$ cat src/rtl/grant_ack_sink_if.sv
// E-channel / allocation / retirement signal bundle for grant_ack_sink.
// The slave modport is the sink itself; master is whatever drives it.
interface grant_ack_sink_if #(
    parameter int SINK_BITS = 3
);
    logic                 alloc_valid;
    logic                 alloc_ready;
    logic [SINK_BITS-1:0] alloc_sink;
    logic                 e_valid;
    logic                 e_ready;
    logic [SINK_BITS-1:0] e_bits_sink;
    logic                 free_valid;
    logic                 free_ready;
    logic [SINK_BITS-1:0] free_sink;
    logic [SINK_BITS:0]   outstanding;
    logic                 error;
    logic                 idle;

    modport slave (
        input  alloc_valid, e_valid, e_bits_sink, free_ready,
        output alloc_ready, alloc_sink, e_ready, free_valid, free_sink,
               outstanding, error, idle
    );

    modport master (
        output alloc_valid, e_valid, e_bits_sink, free_ready,
        input  alloc_ready, alloc_sink, e_ready, free_valid, free_sink,
               outstanding, error, idle
    );
endinterface

$ cat src/rtl/grant_ack_sink.sv
// TileLink E-channel sink: owns the sink-ID pool, queues GrantAcks in a
// 2-deep FIFO and retires them by freeing the ID and reporting to the directory.
module grant_ack_sink #(
    parameter int SINK_BITS = 3
) (
    input  logic              clock,
    input  logic              reset,
    grant_ack_sink_if.slave   io
);
    localparam int NUM_IDS = 1 << SINK_BITS;

    logic [NUM_IDS-1:0]   pending_reg;
    logic [NUM_IDS-1:0]   pending_next;
    logic [SINK_BITS-1:0] fifo_mem_reg [2];
    logic                 rd_ptr_reg;
    logic                 wr_ptr_reg;
    logic [1:0]           count_reg;
    logic [1:0]           count_next;
    logic [SINK_BITS:0]   outstanding_reg;
    logic [SINK_BITS:0]   outstanding_next;
    logic                 error_reg;

    logic [SINK_BITS-1:0] alloc_sink_next;
    logic [SINK_BITS-1:0] head_sink;
    logic                 alloc_fire;
    logic                 e_fire;
    logic                 free_fire;
    logic                 retire_ok;

    // Lowest free ID: scanning downward lets the lowest zero win.
    always_comb begin
        alloc_sink_next = '0;
        for (int i = NUM_IDS - 1; i >= 0; i--) begin
            if (!pending_reg[i]) begin
                alloc_sink_next = SINK_BITS'(i);
            end
        end
    end

    assign head_sink  = fifo_mem_reg[rd_ptr_reg];
    assign alloc_fire = io.alloc_valid & io.alloc_ready;
    assign e_fire     = io.e_valid & io.e_ready;
    assign free_fire  = io.free_ready & io.free_valid;
    assign retire_ok  = free_fire & pending_reg[head_sink];

    // The allocated ID is always a clear bit and the retired ID a set bit,
    // so the set and clear terms never collide on the same position.
    for (genvar gi = 0; gi < NUM_IDS; gi++) begin : g_pending
        assign pending_next[gi] =
            (pending_reg[gi] | (alloc_fire && (alloc_sink_next == SINK_BITS'(gi))))
            & ~(retire_ok && (head_sink == SINK_BITS'(gi)));
    end

    always_comb begin
        outstanding_next = outstanding_reg;
        case ({alloc_fire, retire_ok})
            2'b10:   outstanding_next = outstanding_reg + 1'b1;
            2'b01:   outstanding_next = outstanding_reg - 1'b1;
            default: outstanding_next = outstanding_reg;
        endcase
    end

    always_comb begin
        count_next = count_reg;
        case ({e_fire, free_fire})
            2'b10:   count_next = count_reg + 2'd1;
            2'b01:   count_next = count_reg - 2'd1;
            default: count_next = count_reg;
        endcase
    end

    always_ff @(posedge clock or negedge reset) begin
        if (!reset) begin
            pending_reg     <= '0;
            rd_ptr_reg      <= 1'b0;
            wr_ptr_reg      <= 1'b0;
            count_reg       <= 2'd0;
            outstanding_reg <= '0;
            error_reg       <= 1'b0;
            for (int i = 0; i < 2; i++) begin
                fifo_mem_reg[i] <= '0;
            end
        end else begin
            pending_reg     <= pending_next;
            count_reg       <= count_next;
            outstanding_reg <= outstanding_next;
            if (e_fire) begin
                fifo_mem_reg[wr_ptr_reg] <= io.e_bits_sink;
                wr_ptr_reg               <= ~wr_ptr_reg;
            end
            if (free_fire) begin
                rd_ptr_reg <= ~rd_ptr_reg;
                if (!pending_reg[head_sink]) begin
                    error_reg <= 1'b1;
                end
            end
        end
    end

    assign io.alloc_ready = ~&pending_reg;
    assign io.alloc_sink  = alloc_sink_next;
    assign io.e_ready     = (count_reg != 2'd2);
    assign io.free_valid  = (count_reg != 2'd0);
    assign io.free_sink   = head_sink;
    assign io.outstanding = outstanding_reg;
    assign io.error       = error_reg;
    assign io.idle        = (outstanding_reg == '0) && (count_reg == 2'd0);
endmodule
$ cat src/flat_wrapper.sv
// flat-port wrapper written by rule: the top's interface ports become plain ports
module grant_ack_sink_flat 
#(
    parameter int SINK_BITS = 3
)
  (clock, reset, io_alloc_valid, io_e_valid, io_e_bits_sink, io_free_ready, io_alloc_ready, io_alloc_sink, io_e_ready, io_free_valid, io_free_sink, io_outstanding, io_error, io_idle);
  grant_ack_sink_if #(.SINK_BITS(SINK_BITS)) io_i ();
  input  logic clock;
  input  logic reset;
  input wire logic [$bits(io_i.alloc_valid)-1:0] io_alloc_valid;
  input wire logic [$bits(io_i.e_valid)-1:0] io_e_valid;
  input wire logic [$bits(io_i.e_bits_sink)-1:0] io_e_bits_sink;
  input wire logic [$bits(io_i.free_ready)-1:0] io_free_ready;
  output wire logic [$bits(io_i.alloc_ready)-1:0] io_alloc_ready;
  output wire logic [$bits(io_i.alloc_sink)-1:0] io_alloc_sink;
  output wire logic [$bits(io_i.e_ready)-1:0] io_e_ready;
  output wire logic [$bits(io_i.free_valid)-1:0] io_free_valid;
  output wire logic [$bits(io_i.free_sink)-1:0] io_free_sink;
  output wire logic [$bits(io_i.outstanding)-1:0] io_outstanding;
  output wire logic [$bits(io_i.error)-1:0] io_error;
  output wire logic [$bits(io_i.idle)-1:0] io_idle;
  assign io_i.alloc_valid = io_alloc_valid;
  assign io_i.e_valid = io_e_valid;
  assign io_i.e_bits_sink = io_e_bits_sink;
  assign io_i.free_ready = io_free_ready;
  assign io_alloc_ready = io_i.alloc_ready;
  assign io_alloc_sink = io_i.alloc_sink;
  assign io_e_ready = io_i.e_ready;
  assign io_free_valid = io_i.free_valid;
  assign io_free_sink = io_i.free_sink;
  assign io_outstanding = io_i.outstanding;
  assign io_error = io_i.error;
  assign io_idle = io_i.idle;
  grant_ack_sink #(.SINK_BITS(SINK_BITS)) u_core (.clock(clock), .reset(reset), .io(io_i));
endmodule
$ cat config.mk
export PLATFORM = sky130hd
export DESIGN_NAME = grant_ack_sink_flat
export DESIGN_NICKNAME = d
export VERILOG_FILES = /design/src/rtl/grant_ack_sink_if.sv /design/src/rtl/grant_ack_sink.sv /design/src/flat_wrapper.sv
export SDC_FILE = /design/constraint.sdc
export NUM_CORES = 1
export LEC_CHECK = 0
export CAP_MARGIN = 20
export CORE_MARGIN = 4
export CORE_UTILIZATION = 50
export CTS_CLUSTER_SIZE = 8
export DETAILED_ROUTE_END_ITERATION = 10
export PLACE_DENSITY = 0.83
export SYNTH_ARGS = -nofsm -noshare
export SYNTH_HDL_FRONTEND = slang
export SYNTH_SLANG_ARGS = --single-unit
$ cat constraint.sdc
create_clock -name clock -period 2.9 [get_ports clock]
set_input_delay 0.29 -clock clock [delete_from_list [all_inputs] [get_ports clock]]
set_output_delay 0.29 -clock clock [all_outputs]
set_load 0.02 [all_outputs]
Word-level counts from Yosys, hierarchy flattened. Cells that the tools add are included.

Output and inout bits: 15. Bits in registers: 23. Logic and storage cells: 114. Bits of input ports: 8.

Bitwise logic cells: 33. Equal/unequal tests: 19. Order comparisons: 4. Reductions and logical operators: 28. Multiplexer cells: 18. Add/subtract/negate cells: 4.

Operators with widths (count): 3-bit two-way mux (12); 3-bit equality test (second input constant) (8); 1-bit logical AND (18); 1-bit AND (12); 3-bit by 2-bit equality test with 1-bit output (second input constant) (4); 1-bit NOT (11); 1-bit OR (8); 4-bit case mux with 2 select lines (1); 8-bit AND reduction (1); 6-bit bitwise mux (1); 3-bit by 1-bit equality test with 1-bit output (second input constant) (2); 3-bit zero test (2); 2-bit nonzero test (3); 4-bit by 1-bit adder with 4-bit output (second input constant) (1); 2-bit by 1-bit equality test with 1-bit output (second input constant) (2); 2-bit equality test (second input constant) (2); 2-bit greater-or-equal comparator (second input constant) (2); 4-bit zero test (1); 3-bit by 4-bit < comparator with 1-bit output (second input constant) (1); 1-bit NOT with 2-bit output (2); 2-bit case mux with 2 select lines (1); 4-bit by 1-bit subtractor with 4-bit output (second input constant) (1); 1-bit binary-select mux with 3-bit select (1); 3-bit demux with 1-bit select (1); 8 further kinds (8).

Depth between registers and ports, before layout. Gate-level depths: netlist (run 1).

Depth after elaboration: 12. Depth in mapped cells: 12. Gate-level depth less buffers: 11.

Least setup slack after synthesis (run 1). OpenSTA, ideal clock, no wires.

Kind: reg2reg. From: reg u_core.rd_ptr_reg. To: reg u_core.outstanding_reg[2] (netlist: u_core.io.outstanding[2]). Cell stages (with the launch flop): 12. Library setup time: 0.134 ns. Path buffers: 0. Required time: 2.766 ns. Arrival time: 2.549 ns. Period minus slack after synthesis: 2.683 ns. Setup slack: 0.217 ns. Path through: dfrtp_1 mux2_4 a221o_1 or3_1 a21oi_1 ha_1 xor2_1 ha_1 a21oi_1 xor2_1 nor2_1 xor2_1.

Longest elaborated chain between the ends: 9. Elaborated cells between the ends (all ways): 11. Classes of those cells: eq/ne (2); mux (6); bitwise (2); reduce/logical (1).

Ends and longest elaborated chain: start: declaration (RTL line grant_ack_sink.sv:15) `logic rd_ptr_reg;`; start signal: assignment (RTL line grant_ack_sink.sv:92) `rd_ptr_reg <= ~rd_ptr_reg;`; 1-bit NOT with 2-bit output (implied by the code) (*) (RTL line grant_ack_sink.sv:40) `assign head_sink = fifo_mem_reg[rd_ptr_reg];`; 3-bit two-way mux (implied by the code) (*) (3 in series) (RTL line grant_ack_sink.sv:40); net io_free_sink[2] (RTL line flat_wrapper.sv:18) `output wire logic [$bits(io_i.free_sink)-1:0] io_free_sink;`; 1-bit binary-select mux with 3-bit select (*) (RTL line grant_ack_sink.sv:44) `assign retire_ok = free_fire & pending_reg[head_sink];`; 1-bit two-way mux (implied by the code) (*) (RTL line grant_ack_sink.sv:44); 1-bit AND (*) (RTL line grant_ack_sink.sv:44); 2-bit by 1-bit equality test with 1-bit output or 2-bit equality test (tied branches) (RTL line grant_ack_sink.sv:56) `case ({alloc_fire, retire_ok})`; 4-bit case mux with 2 select lines or 2-bit nonzero test (tied branches); end signal: assignment (RTL line grant_ack_sink.sv:86) `outstanding_reg <= outstanding_next;`; end: declaration (RTL line grant_ack_sink.sv:19) `logic [SINK_BITS:0] outstanding_reg;`.

Mark *: on every way through the listed nets, which the timed path passes. The rest lies on a longest branch. The select of a mux whose other input is x is not followed. A chain may end at the register's enable or synchronous reset.

Worst setup path after layout (run 1).
From: reg u_core.rd_ptr_reg. To: reg u_core.outstanding_reg[2] (netlist: u_core.io.outstanding[2]).

Longest elaborated chain between the ends: 9. Elaborated cells between the ends (all ways): 11. Classes of those cells: eq/ne (2); mux (6); bitwise (2); reduce/logical (1).

Ends and longest elaborated chain (RTL line): 1-bit NOT with 2-bit output (implied by the code) (*) (grant_ack_sink.sv:40); 3-bit two-way mux (implied by the code) (*) (3 in series) (grant_ack_sink.sv:40); 1-bit binary-select mux with 3-bit select (*) (grant_ack_sink.sv:44); 1-bit two-way mux (implied by the code) (*) (grant_ack_sink.sv:44); 1-bit AND (*) (grant_ack_sink.sv:44); 2-bit by 1-bit equality test with 1-bit output or 2-bit equality test (tied branches) (grant_ack_sink.sv:56); 4-bit case mux with 2 select lines or 2-bit nonzero test (tied branches).

Every way passes the cells marked *; elsewhere a longest branch is shown, timed or not. The select of a mux whose other input is x is not followed.

==> impl_metrics.csv, run 1 <==
group,metric,value,unit
outcome,status,"complete, no violations",
synthesis,yosysSeqAreaShare,40.1,%
synthesis,synth_xor_area_share,6.10,%
setup_path,worstSetupStartpointType,"flop",
sta,rsz0062_at_grt,"false",
synthesis,yosys-top-cells-count,"dfrtp_1, nand2_1, a21oi_1",
synthesis,synthTopCellsByArea,"dfrtp_1, mux2_2, a21oi_1, ha_1, nand2_1",
cells_and_area,diodes,0,
setup_path,critPathSlowestCell,"dfrtp_1",
sta,finalCriticalPeriod,2780,ps
synthesis,synth_fa_ha_area_share,3.48,%
pwr,leakage,0.741,nW
placement,dp_slack,108,ps
synthesis,synth_mux_area_share,9.41,%
cells_and_area,nets,181,
synthesis,ys_ff_latch,23,
route,drc_errors,0,
floorplanning,io_pins,23,
global_route,grt_pass1_wl,5.26,mm
sta,setup_ws,123,ps
synthesis,async_reset_ff_share,100,%
synthesis,synth-main-ff-cell,"dfrtp_1",
synthesis,yosysWarningCount,0,
cells_and_area,syn2layout_area_growth,19.4,%
synthesis,netlist_area,0.00144,mm²
setup_path,critPathRequiredTime,3100,ps
floorplanning,chipWidth,61.6,µm
sta,final-setup-viol-count,0,
synthesis,synthSimpleGateAreaFrac,18.9,%
synthesis,synth_edf_count,0,
route,dr_total_vias,1181,
setup_path,rr_endpoint,"u_core.io.outstanding[2]$_DFFE_PN0P_",
setup_path,critPathBufInv,0,
synthesis,yosysMostFrequentCell,"dfrtp_1",
route,wl_per_cell,15.8,µm
cts,worst_skew_pair.late_latency,310,ps
route,drtAntennaViolNets,0,
sta,finalClockSkew,7.55,ps
synthesis,synthCells,145,
synthesis,yosys.cell_types.count,51,
setup_path,critPathCaptureType,"flop",
cts,clockRootBuffer,"clkbuf_4",
sta,post-route-period-util,95.8,%
cts,clock_path_buffers,2,
setup_path,cp_common_cell,"xor2_1",
cts,cts_tree,"yes",
synthesis,synth_top_family_by_area,"simple AND/OR/NAND/NOR gates",
sta,max_freq,360,MHz
floorplanning,coreArea,0.00276,mm²
route,drt_iter0_drc,65,
synthesis,synth_compound_area_share,17.6,%
route,via_per_inst,5.93,
global_route,grt_max_degree,24,
setup_path,slowest_delay,440,ps
sta,hold_viol_final,0,
global_route,grt.total_usage,18.5,%
setup_path,worst-setup-path-type,"flop to flop",
route,drt_wl_total,3.14,mm
setup_path,rr_worst_depth,11,
sta,max-slew-margin-rel,58.4,%
cts,h-tree-depth,1,
sta,finalSetupTns,0,ps
floorplanning,rows,19,
sta,worst_pin_slew,608,ps
cts,path_clk_slew,130,ps
placement,io_buffers,22,
cts,clock_sinks,23,
placement,hpwl,2.32,mm
setup_path,startpoint,"u_core.rd_ptr_reg$_DFFE_PN0P_",
synthesis,yosys.area.top_type,"dfrtp_1",
setup_path,worstSetupEndpoint,"u_core.io.outstanding[2]$_DFFE_PN0P_",
cells_and_area,largest_reg_flops,8,
cts,cts_made_buffers,3,
pwr,vdd.ir_drop.worst,1.05,mV
worst_hold_path,holdCritPathClass,"input pin to asynchronous set/reset pin",
global_route,overflow,0,
setup_path,worst_ep_arrival_time,2980,ps
setup_path,reg2reg_slack,120,ps
cells_and_area,layout-drive-gt1-share,13.1,%
placement,place_congestion,0.910,
floorplanning,initial_core_util,52.1,%
cts,holdBufCountCts,0,
global_route,grt_pass1_vias,1129,
setup_path,reg2reg_from,"u_core.rd_ptr_reg$_DFFE_PN0P_",
synthesis,yosysTopAreaCellShare,40.1,%
global_route,antenna_found_initial,0,
pwr,p_per_area,1430,mW/mm²
job,maxCapViolCount,0,
floorplanning,fp.dieArea,0.00379,mm²
floorplanning,die_h,61.6,µm
synthesis,syn_avg_cell_area,9.91,µm²
route,first_pass_iters,6,
setup_path,cp_top_family,"compound AO/OA/AOI/OAI gates",
setup_path,crit_path_max_fanout,5,
synthesis,syn_nets,157,
setup_path,cp_cell_sequence,"mux2_4 > a221o_1 > or3_1 > a21oi_2 > ha_2 > xor2_1 > ha_1 > a21oi_1 > xor2_1 > nor2_1 > xor2_1",
sta,final-max-slew-violation-count,0,
setup_path,cp.depth,11,
worst min-delay path by stage:
| stage | to | depth (start not counted) |
|---|---|---|
| after floorplan | u_core.count_reg[0]$_DFFE_PN0P_ | 0 |
| after global placement | u_core.count_reg[1]$_DFFE_PN0P_ | 1 |
| after detailed placement | u_core.io.error$_DFFE_PN0P_ | 1 |
| after CTS | u_core.pending_reg[7]$_DFF_PN0_ | 2 |
| after global routing | u_core.pending_reg[7]$_DFF_PN0_ | 2 |
| final | u_core.pending_reg[7]$_DFF_PN0_ | 2 |
logic make-up (layout without fill, tap and decap cells):
kind of cell    count (synthesis)  in the layout
flops                          23             23
compound gates                 35             35
simple gates                   48             48
xor+xnor                       10             10
mux                            12             12
fa+ha+maj                       4              4
buf+inv                        13             36
layout by cell type, fill, tap and decap left out, types with 4 or more instances in the layout:
cell,instances
a21oi_1,11
clkdlybuf4s50_1,22
dfrtp_1,22
inv_1,7
mux2_2,8
nand2_1,13
nand2b_1,4
nor2_1,8
nor2b_1,4
xnor2_1,5
xor2_1,5
where the power goes:
part	switching [mW]	internal, mW	leakage [nW]
sequential	0.229	0.477	0.248
combinational	0.807	0.784	0.475
clock	0.0983	0.0515	0.0177
worst register-to-register path, stage by stage, from the launching register on:
cell and delay (ps):
dfrtp_1 440, mux2_4 320, a221o_1 290, or3_1 370
a21oi_2 210, ha_2 260, xor2_1 80, ha_1 180
a21oi_1 160, xor2_1 160, nor2_1 60, xor2_1 140
what timing repair did:
item | 4_1_cts | 5_1_grt
setup buffers | 0 | 1
setup endpoints to repair | 0 | 1
resized for setup | 0 | 3
metal layers:
layer	wire length, µm	vias to the layer above	share of wire [%]	track usage [%]
li1	-	577	-	-
met1	1450	561	46	25.0
met2	1490	37	47	30.6
met3	184	6	5.9	3.56
met4	24	0	0.76	3.94
met5	0	-	0	0
through the flow:
step	power (mW)	hold WS (ps)	cells	cell area (µm²)	util (%)
floorplan	1.77	-5.59	145	1440	-
global route	2.64	326	199	1720	62.2
finish	2.45	312	199	1720	62.2
detailed placement	2.26	459	194	1670	60.7
global placement	2.21	474	194	1670	60.7
CTS	2.42	325	198	1700	61.7
final cells by class:
| cell class | count | area (µm²) |
|---|---|---|
| Fill cell | 223 | 1040 |
| Multi-Input combinational cell | 109 | 803 |
| Sequential cell | 23 | 577 |
| Timing Repair Buffer | 25 | 243 |
| Tap cell | 31 | 38.8 |
| Inverter | 7 | 26.3 |
| Clock buffer | 3 | 22.5 |
| Clock inverter | 1 | 5.00 |
(Power assumes the default switching activity.)
==> inputs of run 2 (changes only) <==
--- a/config.mk
+++ b/config.mk
@@ -10,6 +10,7 @@
 export CORE_UTILIZATION = 50
 export CTS_CLUSTER_SIZE = 8
 export DETAILED_ROUTE_END_ITERATION = 10
+export GPL_TIMING_DRIVEN = 0
 export PLACE_DENSITY = 0.83
 export SYNTH_ARGS = -nofsm -noshare
 export SYNTH_HDL_FRONTEND = slang
==> run 2 against run 1 <==
  * Combinational power up 6%
  * Sequential power fell by 7.5%
  * Via count grew 3.0%
  * Highest routed layer unchanged
  * First-iteration DRC count shrank 23%
  * Critical endpoint unchanged
==> impl_metrics.csv, run 2 (synthesized netlist as in run 1, its figures left out) <==
group,metric,value,unit
cts,h-tree-depth,1,
placement,hpwl,2.37,mm
placement,io_buffers,21,
cells_and_area,mostFrequentLayoutCell,"dfrtp_1",
setup_path,worst_ep_arrival_time,2980,ps
route,dr_total_vias,1217,
outcome,status,"complete, no violations",
setup_path,cp_cell_sequence,"mux2_4 > a221o_1 > or3_1 > a21oi_2 > ha_2 > xor2_1 > ha_1 > a21oi_1 > xor2_1 > nor2_1 > xor2_1",
sta,max-slew-margin-rel,62.7,%
route,drt_iter0_drc,50,
pwr,power_switching,1.15,mW
cts,clockRootBuffer,"clkbuf_4",
pwr,comb_power_share,67.6,%
cts,clock_sinks,23,
cells_and_area,nets,185,
floorplanning,chipWidth,61.6,µm
setup_path,reg2reg_from,"u_core.rd_ptr_reg$_DFFE_PN0P_",
placement,dp_slack,78.6,ps
global_route,grt_pass1_wl,5.33,mm
floorplanning,fp.dieArea,0.00379,mm²
cells_and_area,layout-drive-gt1-share,15.1,%
pwr,switching_share,46.2,%
sta,finalSetupTns,0,ps
cts,clock_path_buffers,2,
placement,place_congestion,0.951,
cts,path_clk_slew,140,ps
cts,worst_skew_pair.late_latency,320,ps
placement,place_area,0.00169,mm²
floorplanning,rows,19,
setup_path,worstSetupStartpointType,"flop",
floorplanning,die_h,61.6,µm
cells_and_area,nFillCells,244,
setup_path,critPathRequiredTime,3110,ps
pwr,p_per_area,1420,mW/mm²
pwr,total_power,2.50,mW
setup_path,critPathCaptureType,"flop",
sta,worst_pin_slew,546,ps
pwr,pwr-share-clk,6.3,%
global_route,grt.total_usage,18.8,%
setup_path,critPathSlowestCell,"dfrtp_2",
cells_and_area,final_cell_mix,"dfrtp_1, clkdlybuf4s50_1, nand2_1, a21oi_1",
global_route,overflow,0,
sta,post-route-period-util,95.6,%
floorplanning,coreArea,0.00276,mm²
route,drc_errors,0,
pwr,power.internal,1.34,mW
route,wl_per_cell,15.7,µm
cells_and_area,layout.area.seq,577,µm²
cells_and_area,final_area,0.00176,mm²
cells_and_area,multi_input_area,803,µm²
global_route,grt_max_degree,24,
route,drt_wl_total,3.19,mm
sta,final-setup-viol-count,0,
pwr,seq_power_share,26.2,%
setup_path,slowest_delay,470,ps
sta,finalClockSkew,8.00,ps
setup_path,crit_path_max_fanout,6,
sta,hold_viol_final,0,
sta,setup_ws,128,ps
sta,max_freq,361,MHz
setup_path,worst-setup-path-type,"flop to flop",
job,maxCapViolCount,0,
cells_and_area,syn2layout_area_growth,22.4,%
placement,dpl.cell_count,197,
global_route,grt_pass1_vias,1198,
sta,final-max-slew-violation-count,0,
pwr,leakage,0.758,nW
cells_and_area,final_util,63.7,%
setup_path,startpoint,"u_core.rd_ptr_reg$_DFFE_PN0P_",
worst_hold_path,holdCritPathClass,"input pin to asynchronous set/reset pin",
cts,cts_tree,"yes",
pwr,vdd.ir_drop.worst,0.959,mV
cts,cts_made_buffers,3,
route,first_pass_iters,4,
floorplanning,initial_core_util,52.1,%
route,drtAntennaViolNets,0,
route,via_per_inst,6.00,
setup_path,cp_common_cell,"xor2_1",
cells_and_area,diodes,0,
cells_and_area,largest_reg_flops,8,
floorplanning,io_pins,23,
sta,hold_slack,184,ps
global_route,antenna_found_initial,0,
sta,finalCriticalPeriod,2770,ps
cells_and_area,layout.cells.non_filler,203,
## run 2: cell count changes in the layout (fill, tap and decap cells not counted)
| cell | change |
|---|---|
| buf_2 | +2 |
| buf_16 | +1 |
| buf_4 | -1 |
| buf_6 | +1 |
| clkbuf_1 | +1 |
| clkbuf_2 | +1 |
| clkdlybuf4s50_1 | -1 |
| clkinv_2 | -1 |
| clkinvlp_4 | +1 |
## run 2: timing repair
item,in CTS,in global routing
endpoints found under the hold margin,0,0
resized for setup,0,3
endpoints found under the setup margin,0,3
hold buffers,0,0
setup buffers,0,1
## run 2: cell type report
type                            count  area share (%)
Timing Repair Buffer               23            14.0
Buffer                              6            2.14
Inverter                            7            1.49
Clock inverter                      1           0.427
Clock buffer                        3            1.28
Multi-Input combinational cell    109            45.7
Sequential cell                    23            32.8
Tap cell                           31            2.21
## run 2: final timing paths
check	to	slack, ps	depth (start not counted)
min reg2reg	u_core.io.error$_DFFE_PN0P_	500	1
max in group asynchronous	u_core.rd_ptr_reg$_DFFE_PN0P_	2330	2
min in group clock	u_core.pending_reg[0]$_DFF_PN0_	350	3
min	u_core.pending_reg[7]$_DFF_PN0_	180	1
max	u_core.io.outstanding[2]$_DFFE_PN0P_	130	11
max reg2reg	u_core.io.outstanding[2]$_DFFE_PN0P_	130	11
## run 2: power groups by stage
stage	Combinational, mW	Clock (mW)	Sequential, mW
CTS	1.66	0.162	0.648
global placement	1.60	0	0.644
finish	1.69	0.156	0.653
floorplan	1.12	0	0.645
global route	1.85	0.173	0.678
detailed placement	1.65	0	0.655
## run 2: metal layers
| metal | GRT usage [%] | wire length (µm) | up-vias | part of all wire [%] |
|---|---|---|---|---|
| met3 | 3.77 | 152 | 6 | 4.8 |
| li1 | - | - | 590 | - |
| met5 | 0 | 0 | - | 0 |
| met4 | 6.06 | 46 | 0 | 1.4 |
| met1 | 23.9 | 1460 | 594 | 46 |
| met2 | 31.8 | 1530 | 27 | 48 |
## run 2: critical path: cells and delay by family (launching register included)
kind	cells	cell delay, ps
fa+ha+maj	2	450
flops	1	470
simple gates	2	420
xor+xnor	3	370
mux	1	320
compound gates	3	630
